--- config.mk ---
export PLATFORM = sky130hd
export DESIGN_NAME = ps2_host_tx_flat
export DESIGN_NICKNAME = d
export VERILOG_FILES = /design/src/rtl/ps2_pkg.sv /design/src/rtl/ps2_host_tx_if.sv /design/src/rtl/ps2_line_sync.sv /design/src/rtl/ps2_host_tx.sv /design/src/flat_wrapper.sv
export SDC_FILE = /design/constraint.sdc
export NUM_CORES = 1
export LEC_CHECK = 0
export BUFFER_PORTS_ARGS = -buffer_cell sky130_fd_sc_hd__buf_2
export CORE_ASPECT_RATIO = 0.75
export CORE_MARGIN = 3
export CORE_UTILIZATION = 47
export DETAILED_ROUTE_END_ITERATION = 8
export PLACE_DENSITY = 0.66
export SYNTH_ARGS = -nofsm -noshare
export SYNTH_HDL_FRONTEND = slang
export SYNTH_SLANG_ARGS = --single-unit
--- constraint.sdc ---
create_clock -name clk -period 3 [get_ports clk]
set_input_delay 0.6 -clock clk [delete_from_list [all_inputs] [get_ports clk]]
set_output_delay 0.6 -clock clk [all_outputs]
set_load 0.02 [all_outputs]
--- src/rtl/ps2_pkg.sv ---
// Shared PS/2 definitions: transmitter state encoding, common keyboard command
// bytes and the odd-parity frame builder.
package ps2_pkg;

   typedef enum logic [2:0] {
      IDLE,
      INHIBIT,
      RQST,
      SEND,
      ACK,
      WAIT_IDLE
   } tx_state_e;

   localparam logic [7:0] CMD_SET_LED = 8'hED;
   localparam logic [7:0] CMD_ECHO    = 8'hEE;
   localparam logic [7:0] CMD_RESET   = 8'hFF;
   localparam logic [7:0] RSP_ACK     = 8'hFA;

   localparam int FRAME_BITS = 10;

   // Transmit order is LSB first: 8 data bits, odd parity, then the stop bit.
   function automatic logic [FRAME_BITS-1:0] build_frame(input logic [7:0] data);
      return {1'b1, ~^data, data};
   endfunction

endpackage

--- src/rtl/ps2_host_tx_if.sv ---
// Command handshake between a requester (master) and the PS/2 host
// transmitter (slave).
interface ps2_host_tx_if;
   logic       tx_valid;
   logic [7:0] tx_data;
   logic       tx_ready;
   logic       tx_done;
   logic       tx_err;
   logic       busy;

   modport master (output tx_valid, tx_data, input tx_ready, tx_done, tx_err, busy);
   modport slave  (input tx_valid, tx_data, output tx_ready, tx_done, tx_err, busy);
endinterface

--- src/rtl/ps2_line_sync.sv ---
// Two-flop synchronizer for one asynchronous PS/2 line, plus a one-cycle
// falling-edge strobe derived from the synchronized value.
module ps2_line_sync (
   input  logic clk,
   input  logic rst,
   input  logic line_in,
   output logic sync,
   output logic fe
);

   logic meta_q, meta_d;
   logic sync_q, sync_d;
   logic prev_q, prev_d;

   always_comb begin
      meta_d = line_in;
      sync_d = meta_q;
      prev_d = sync_q;
   end

   // NOTE: state registers use non-blocking assignments so every flop samples
   // the pre-edge value of its neighbours; blocking here would collapse the chain.
   always_ff @(posedge clk or posedge rst) begin
      if (rst) begin
         meta_q <= 1'b0;
         sync_q <= 1'b0;
         prev_q <= 1'b0;
      end else begin
         meta_q <= meta_d;
         sync_q <= sync_d;
         prev_q <= prev_d;
      end
   end

   assign sync = sync_q;
   assign fe   = prev_q & ~sync_q;

endmodule

--- src/rtl/ps2_host_tx.sv ---
// PS/2 host-to-device command transmitter driving open-drain enables.
// Optional watchdog enabled by defining PS2_TX_TIMEOUT_EN.
module ps2_host_tx
   import ps2_pkg::*;
#(
   parameter int INHIBIT_CYCLES = 12000,
   parameter int TIMEOUT_CYCLES = 1500000
) (
   input  logic           clk,
   input  logic           rst,
   ps2_host_tx_if.slave   host,
   input  logic           ps2_clk_in,
   input  logic           ps2_data_in,
   output logic           ps2_clk_oe,
   output logic           ps2_data_oe
);

   localparam int INH_W = $clog2(INHIBIT_CYCLES + 1);
   localparam logic [INH_W-1:0] INH_LAST = INH_W'(INHIBIT_CYCLES - 1);

   tx_state_e             state_q, state_d;
   logic [FRAME_BITS-1:0] frame_q, frame_d;
   logic [3:0]            bit_cnt_q, bit_cnt_d;
   logic [INH_W-1:0]      inh_cnt_q, inh_cnt_d;
   logic                  clk_oe_q, clk_oe_d;
   logic                  data_oe_q, data_oe_d;
   logic                  ack_q, ack_d;

   logic sync_clk, clk_fe, sync_data, unused_data_fe;
   logic lines_idle, ready, done_pulse, err_pulse, timeout_hit;

   ps2_line_sync u_clk_sync (
      .clk     (clk),
      .rst     (rst),
      .line_in (ps2_clk_in),
      .sync    (sync_clk),
      .fe      (clk_fe)
   );

   ps2_line_sync u_data_sync (
      .clk     (clk),
      .rst     (rst),
      .line_in (ps2_data_in),
      .sync    (sync_data),
      .fe      (unused_data_fe)
   );

   assign lines_idle = sync_clk & sync_data;
   assign ready      = (state_q == IDLE) & lines_idle;

`ifdef PS2_TX_TIMEOUT_EN
   localparam int WD_W = $clog2(TIMEOUT_CYCLES + 1);
   logic [WD_W-1:0] wd_q, wd_d;

   // Free-running from the moment INHIBIT ends; device edges never restart it.
   always_comb begin
      wd_d = wd_q + 1'b1;
      if (state_q == IDLE || state_q == INHIBIT) wd_d = '0;
   end

   always_ff @(posedge clk or posedge rst) begin
      if (rst) wd_q <= '0;
      else     wd_q <= wd_d;
   end

   assign timeout_hit = (wd_q == WD_W'(TIMEOUT_CYCLES - 1))
                      & (state_q != IDLE) & (state_q != INHIBIT)
                      & ~((state_q == WAIT_IDLE) & lines_idle);
`else
   // Never true; the parameter stays referenced so both builds share one interface.
   assign timeout_hit = (TIMEOUT_CYCLES < 0);
`endif

   // NOTE: every signal written here gets a default first, so no path through
   // the case statement can leave one unassigned and infer a latch.
   always_comb begin
      state_d    = state_q;
      frame_d    = frame_q;
      bit_cnt_d  = bit_cnt_q;
      inh_cnt_d  = inh_cnt_q;
      clk_oe_d   = clk_oe_q;
      data_oe_d  = data_oe_q;
      ack_d      = ack_q;
      done_pulse = 1'b0;
      err_pulse  = 1'b0;

      unique case (state_q)
         IDLE: begin
            clk_oe_d  = 1'b0;
            data_oe_d = 1'b0;
            if (host.tx_valid && ready) begin
               frame_d   = build_frame(host.tx_data);
               inh_cnt_d = '0;
               bit_cnt_d = '0;
               clk_oe_d  = 1'b1;
               state_d   = INHIBIT;
            end
         end
         INHIBIT: begin
            if (inh_cnt_q == INH_LAST) begin
               data_oe_d = 1'b1;
               state_d   = RQST;
            end else begin
               inh_cnt_d = inh_cnt_q + 1'b1;
            end
         end
         RQST: begin
            clk_oe_d = 1'b0;
            state_d  = SEND;
         end
         SEND: begin
            if (clk_fe) begin
               data_oe_d = ~frame_q[bit_cnt_q];
               bit_cnt_d = bit_cnt_q + 1'b1;
               if (bit_cnt_q == 4'(FRAME_BITS - 1)) state_d = ACK;
            end
         end
         ACK: begin
            if (clk_fe) begin
               ack_d   = ~sync_data;
               state_d = WAIT_IDLE;
            end
         end
         WAIT_IDLE: begin
            if (lines_idle) begin
               done_pulse = ack_q;
               err_pulse  = ~ack_q;
               state_d    = IDLE;
            end
         end
         default: state_d = IDLE;
      endcase

      if (timeout_hit) begin
         clk_oe_d   = 1'b0;
         data_oe_d  = 1'b0;
         done_pulse = 1'b0;
         err_pulse  = 1'b1;
         state_d    = IDLE;
      end
   end

   always_ff @(posedge clk or posedge rst) begin
      if (rst) begin
         state_q   <= IDLE;
         frame_q   <= '0;
         bit_cnt_q <= '0;
         inh_cnt_q <= '0;
         clk_oe_q  <= 1'b0;
         data_oe_q <= 1'b0;
         ack_q     <= 1'b0;
      end else begin
         state_q   <= state_d;
         frame_q   <= frame_d;
         bit_cnt_q <= bit_cnt_d;
         inh_cnt_q <= inh_cnt_d;
         clk_oe_q  <= clk_oe_d;
         data_oe_q <= data_oe_d;
         ack_q     <= ack_d;
      end
   end

   // Gating with timeout_hit releases the pads in the expiry cycle itself.
   assign ps2_clk_oe    = clk_oe_q & ~timeout_hit;
   assign ps2_data_oe   = data_oe_q & ~timeout_hit;
   assign host.tx_ready = ready;
   assign host.tx_done  = done_pulse;
   assign host.tx_err   = err_pulse;
   assign host.busy     = (state_q != IDLE);

endmodule

--- src/flat_wrapper.sv ---
// flat-port wrapper written by rule: the top's interface ports become plain ports
module ps2_host_tx_flat import ps2_pkg::*;
#(
   parameter int INHIBIT_CYCLES = 12000,
   parameter int TIMEOUT_CYCLES = 1500000
)
  (clk, rst, ps2_clk_in, ps2_data_in, ps2_clk_oe, ps2_data_oe, host_tx_valid, host_tx_data, host_tx_ready, host_tx_done, host_tx_err, host_busy);
  ps2_host_tx_if host_i ();
  input  logic clk;
  input  logic rst;
  input  logic ps2_clk_in;
  input  logic ps2_data_in;
  output logic ps2_clk_oe;
  output logic ps2_data_oe;
  input wire logic [$bits(host_i.tx_valid)-1:0] host_tx_valid;
  input wire logic [$bits(host_i.tx_data)-1:0] host_tx_data;
  output wire logic [$bits(host_i.tx_ready)-1:0] host_tx_ready;
  output wire logic [$bits(host_i.tx_done)-1:0] host_tx_done;
  output wire logic [$bits(host_i.tx_err)-1:0] host_tx_err;
  output wire logic [$bits(host_i.busy)-1:0] host_busy;
  assign host_i.tx_valid = host_tx_valid;
  assign host_i.tx_data = host_tx_data;
  assign host_tx_ready = host_i.tx_ready;
  assign host_tx_done = host_i.tx_done;
  assign host_tx_err = host_i.tx_err;
  assign host_busy = host_i.busy;
  ps2_host_tx #(.INHIBIT_CYCLES(INHIBIT_CYCLES), .TIMEOUT_CYCLES(TIMEOUT_CYCLES)) u_core (.clk(clk), .rst(rst), .host(host_i), .ps2_clk_in(ps2_clk_in), .ps2_data_in(ps2_data_in), .ps2_clk_oe(ps2_clk_oe), .ps2_data_oe(ps2_data_oe));
endmodule
; Word level (Yosys, flattened, before mapping)
; Cells that the tools add are included.
[totals]
reg_bits = 39
output_inout_bits = 6
[op_classes]
n_addsub = 2
n_lt_le_gt_ge = 1
eq_ne = 14
n_mux = 24
bitwise_logic = 7
n_reduce_logical = 14
[op_table]
columns = op, n
row1 = 14-bit 2-to-1 mux, 2
row2 = 14-bit case mux with 2 select lines, 1
row3 = 3-bit 2-to-1 mux, 6
row4 = 3-bit case mux with 6 select lines, 1
row5 = "14-bit by 1-bit adder with 14-bit output, second input constant", 1
row6 = "14-bit equality test, second input constant", 1
row7 = "2-bit by 1-bit inequality test with 1-bit output, second input constant", 5
row8 = 3-bit AND reduction, 3
row9 = 1-bit 2-to-1 mux, 8
row10 = 4-bit 2-to-1 mux, 2
row11 = 4-bit case mux with 2 select lines, 1
row12 = 8-bit XNOR reduction, 1
row13 = "3-bit by 2-bit equality test with 1-bit output, second input constant", 2
row14 = "3-bit equality test, second input constant", 2
row15 = 6-bit AND reduction, 1
row16 = 2-bit nonzero test, 3
row17 = 3-bit nonzero test, 2
row18 = "4-bit by 5-bit < comparator with 1-bit output, second input constant", 1
row19 = "4-bit by 1-bit adder with 4-bit output, second input constant", 1
row20 = 1-bit binary-select mux with 4-bit select, 1
row21 = "4-bit equality test, second input constant", 1
row22 = "2-bit inequality test, second input constant", 2
row23 = 1-bit inverter, 4
row24 = 2-bit AND reduction, 2
row25 = other kinds (6), 8

; Longest topological paths before layout
[logic_depth]
depth_word = 5
ltp_mapped = 7
mapped_depth_nobuf = 5

; Hierarchy
; From an unflattened synthesis, not the netlist that was laid out.
[unflattened]
hier_cells = 214
area_unflattened_um2 = 2140.8
[modules_own_cells]
columns = module, instances, cells_per_inst, area_per_inst_um2, seq_area_each_um2
row1 = ps2_host_tx, 1, 204, 1955.6, 850.8
row2 = ps2_line_sync, 2, 5, 92.6, 75.1

; Least setup slack after synthesis
; Ideal clock, no wire load.
[synth_timing]
path_type = flip-flop to output port
start = register u_core.state_q[0]
end = output port host_tx_done
arrival_time_ps = 1254
required_ps = 2400
setup_slack_ps = 1146
path_stages_with_launch = 4
path_cell_list = dfrtp_1 > clkbuf_1 > nand3_1 > nor3_1
[synth_via]
elab_chain_cells = 2
[synth_rtl]
columns = element, line
row1 = start: declaration, ps2_host_tx.sv:21  ; tx_state_e state_q, state_d;
row2 = start signal: assignment, ps2_host_tx.sv:153  ; state_q <= state_d;
row3 = 3-bit equality test, ps2_host_tx.sv:87  ; unique case (state_q)
row4 = 1-bit 2-to-1 mux, ps2_host_tx.sv:87
row5 = end: declaration, flat_wrapper.sv:18  ; output wire logic [$bits(host_i.tx_done)-1:0] host_tx_done;
; No other way between the ends.

; Worst setup path after layout
[layout_timing]
start = register u_core.state_q[0]
end = output port host_tx_ready
[layout_via]
elab_chain_cells = 2
[layout_rtl]
columns = element, line
row1 = 3-bit logical NOT, ps2_host_tx.sv:49  ; assign ready = (state_q == IDLE) & lines_idle;
row2 = 1-bit bitwise AND, ps2_host_tx.sv:49
row3 = end: declaration, flat_wrapper.sv:17  ; output wire logic [$bits(host_i.tx_ready)-1:0] host_tx_ready;
; No other way between the ends.

==> impl_metrics.ini <==
[synth]
syn-num-nets = 226
synthAdderAreaFrac = 0.0188
synth_compound_area_frac = 0.139
syn_inst = 210
synth-seq-cells = 39
syn_area_sq_um = 2000
synth.avg_cell_area_sq_um = 9.53
async_flop_share = 1.00
synthMuxAreaShare = 0.0356
synth_edf_count = 0
synth_seq_area_share = 0.488
ys.flop_type = dfrtp_1
synth_xor_area_frac = 0.0482
yosysUniqueCellTypes = 45
yosysWarnings = 0
yosys.area_share.simple = 0.230
synth_top_family_by_area = simple AND/OR/NAND/NOR gates

[drt]
vias = 1523
via_per_inst = 5.46
routedWlPerCell_microns = 14.0
ant_nets = 0
drt_iter0_drc = 87
drt_pre_antenna_iters = 4
drc = 0
wl_microns = 3910

[global_route]
antenna_found_initial = 0
globalRouteOverflowTotal = 0
grt_pass1_vias = 1516
grt_pass1_wl_microns = 6830
gr-usage-all-layers = 0.170
grt_max_degree = 40

[setup_path]
criticalPathCategory = flip-flop to output pin
cpMaxStageDelayCell = dfrtp_1
path_cells = nor3_2 -> and3_1 -> buf_2
worstPathArrival_ns = 1.48
r2r-end = u_core.inh_cnt_q[1]
critical_path.startpoint_type = flip-flop
path_delay_family = simple AND/OR/NAND/NOR gates
critPathMaxFanout = 15
rrSetupSlack_ns = 1.06
crit_buf_inv = 1
crit_cells = 3
critPathRequiredTime_ns = 2.40
worstRegToRegCells = 4
critPathMaxStageDelay_ns = 0.52
endpoint_kind = output pin
crit_start = u_core.state_q[0]
crit_end = host_tx_ready
r2r_start = u_core.state_q[0]

[cts]
cts_resized = 0
cts_num_sinks = 39
clock_path_buffers = 2
tritoncts = built
htree_levels = 2
cts_root_buf = clkbuf_8
cts_hold_buf = 0
clk_pin_slew_ns = 0.07
clock_latency_ns = 0.28
postCtsSetupRepairBufs = 0
cts_buffers = 5

[sta]
fin_skew_ns = 0.00346
fin_crit_ns = 2.08
timing.final.max_slew_violations = 0
tns_ns = 0
worstMarginPinSlew_ns = 0.651
rsz0062_at_grt = false
finalHoldViolations = 0
fin_crit_sh = 0.694
relSlewSlack = 0.566
fin_ws_ns = 0.919
finalSetupViolCount = 0
fmax_mhz = 481

[die]
dieWidth_microns = 81.3
dieArea_sq_um = 5080
rows = 19
floorplan.initialDensity = 0.516
die_h_microns = 62.5
coreArea_sq_um = 3870
io_pins = 19

[power_and_ir_drop]
power.leakage_nw = 0.991
peakVddDrop_v = 0.000333
power.density_nw_per_um2 = 665

[final_layout]
layout_common_cells = dfrtp_1 (39), nand2_1 (37), buf_2 (18)
drive_above_1_share = 0.141
final_util = 0.571
layout_commonest_cell = dfrtp_1
n_antenna_cell = 0
area_growth_pct = 10.5
fin_nets = 243

[place]
hpwl_microns = 2820
io_buffers = 18
dp_worst_setup_slack_ns = 0.948
place.gp.congestion = 0.864

[min_path]
min_path_type = flip-flop to flip-flop

[run]
max_cap_viol_count = 0

[status]
outcome = complete, no violations
worst min path at each step:
stage / slack, ns / cells past startpoint / end / startpoint
finish: 0.36 / 0 / u_core.u_clk_sync.sync / u_core.u_clk_sync.meta_q
floorplan: 0.33 / 0 / u_core.u_clk_sync.sync / u_core.u_clk_sync.meta_q
global placement: 0.34 / 0 / u_core.u_clk_sync.sync / u_core.u_clk_sync.meta_q
global route: 0.36 / 0 / u_core.u_clk_sync.sync / u_core.u_clk_sync.meta_q
CTS: 0.36 / 0 / u_core.u_clk_sync.sync / u_core.u_clk_sync.meta_q
detailed placement: 0.35 / 0 / u_core.u_clk_sync.sync / u_core.u_clk_sync.meta_q
flip-flops by register name (all words and copies together) (netlist names):
| register | cells |
|---|---|
| u_core.inh_cnt_q | 14 |
| u_core.frame_q | 10 |
| u_core.bit_cnt_q | 4 |
| u_core.state_q | 3 |
| u_core.ack_q | 1 |
| u_core.ps2_clk_oe | 1 |
| u_core.ps2_data_oe | 1 |
| u_core.u_clk_sync.meta_q | 1 |
| u_core.u_clk_sync.prev_q | 1 |
| u_core.u_clk_sync.sync | 1 |
| u_core.u_data_sync.meta_q | 1 |
| u_core.u_data_sync.sync | 1 |
cell type report:
cell class / count / area (sq um)
clock buffer: 6 / 82.6
clock inverter: 1 / 5.00
sequential: 39 / 976
timing repair buffer: 19 / 97.6
multi-input combinational: 151 / 943
inverter: 11 / 41.3
fill: 349 / 1660
tap: 52 / 65.1
Yosys cell counts, types with 2 or more instances:
cell type | n | share of area
a2111oi_0 | 2 | 0.0088
a21oi_1 | 8 | 0.020
a311oi_1 | 2 | 0.0088
a31oi_1 | 2 | 0.0063
and2_1 | 2 | 0.0063
and3_1 | 7 | 0.022
and4_1 | 2 | 0.0088
buf_2 | 5 | 0.013
clkbuf_1 | 4 | 0.0075
dfrtp_1 | 39 | 0.49
ha_1 | 3 | 0.019
inv_1 | 11 | 0.021
mux2i_1 | 6 | 0.030
nand2_1 | 37 | 0.069
nand2b_1 | 3 | 0.0094
nand3_1 | 8 | 0.020
nand4_1 | 5 | 0.016
nor2_1 | 7 | 0.013
nor2b_1 | 4 | 0.013
nor3_1 | 4 | 0.010
o21ai_0 | 12 | 0.030
o311ai_0 | 2 | 0.0088
o31ai_1 | 2 | 0.0075
or3_1 | 3 | 0.0094
xnor2_1 | 6 | 0.026
xor2_1 | 5 | 0.022
power by group:
group	switching, W	internal [W]
clock network	0.000164	0.000180
registers	0.000153	0.000641
logic	0.000173	0.000158
cell families after synthesis:
family                     Yosys count
and+or+nand+nor                     89
DFF                                 39
muxes                                7
adders and majority gates            3
buffers and inverters               20
xor gates and xnor gates            11
AOI/OAI and AO/OA                   41
layer usage:
| layer | part of all wire | global-route usage | up-vias |
|---|---|---|---|
| met2 | 0.42 | 0.242 | 25 |
| met3 | 0.046 | 0.0504 | 4 |
| li1 | - | - | 773 |
| met1 | 0.53 | 0.248 | 721 |
| met5 | 0 | 0 | - |
| met4 | 0.0079 | 0.0527 | 0 |
through the flow:
| stage | area, sq um | total power [W] | hold WS, ns | cells |
|---|---|---|---|---|
| after floorplan | 2000 | 0.00104 | 0.331 | 210 |
| after global placement | 2120 | 0.00112 | 0.336 | 272 |
| after detailed placement | 2120 | 0.00113 | 0.346 | 272 |
| after CTS | 2210 | 0.00148 | 0.364 | 279 |
| after global routing | 2210 | 0.00159 | 0.365 | 279 |
| final | 2210 | 0.00147 | 0.359 | 279 |
Power figures use the tool's default switching activity.
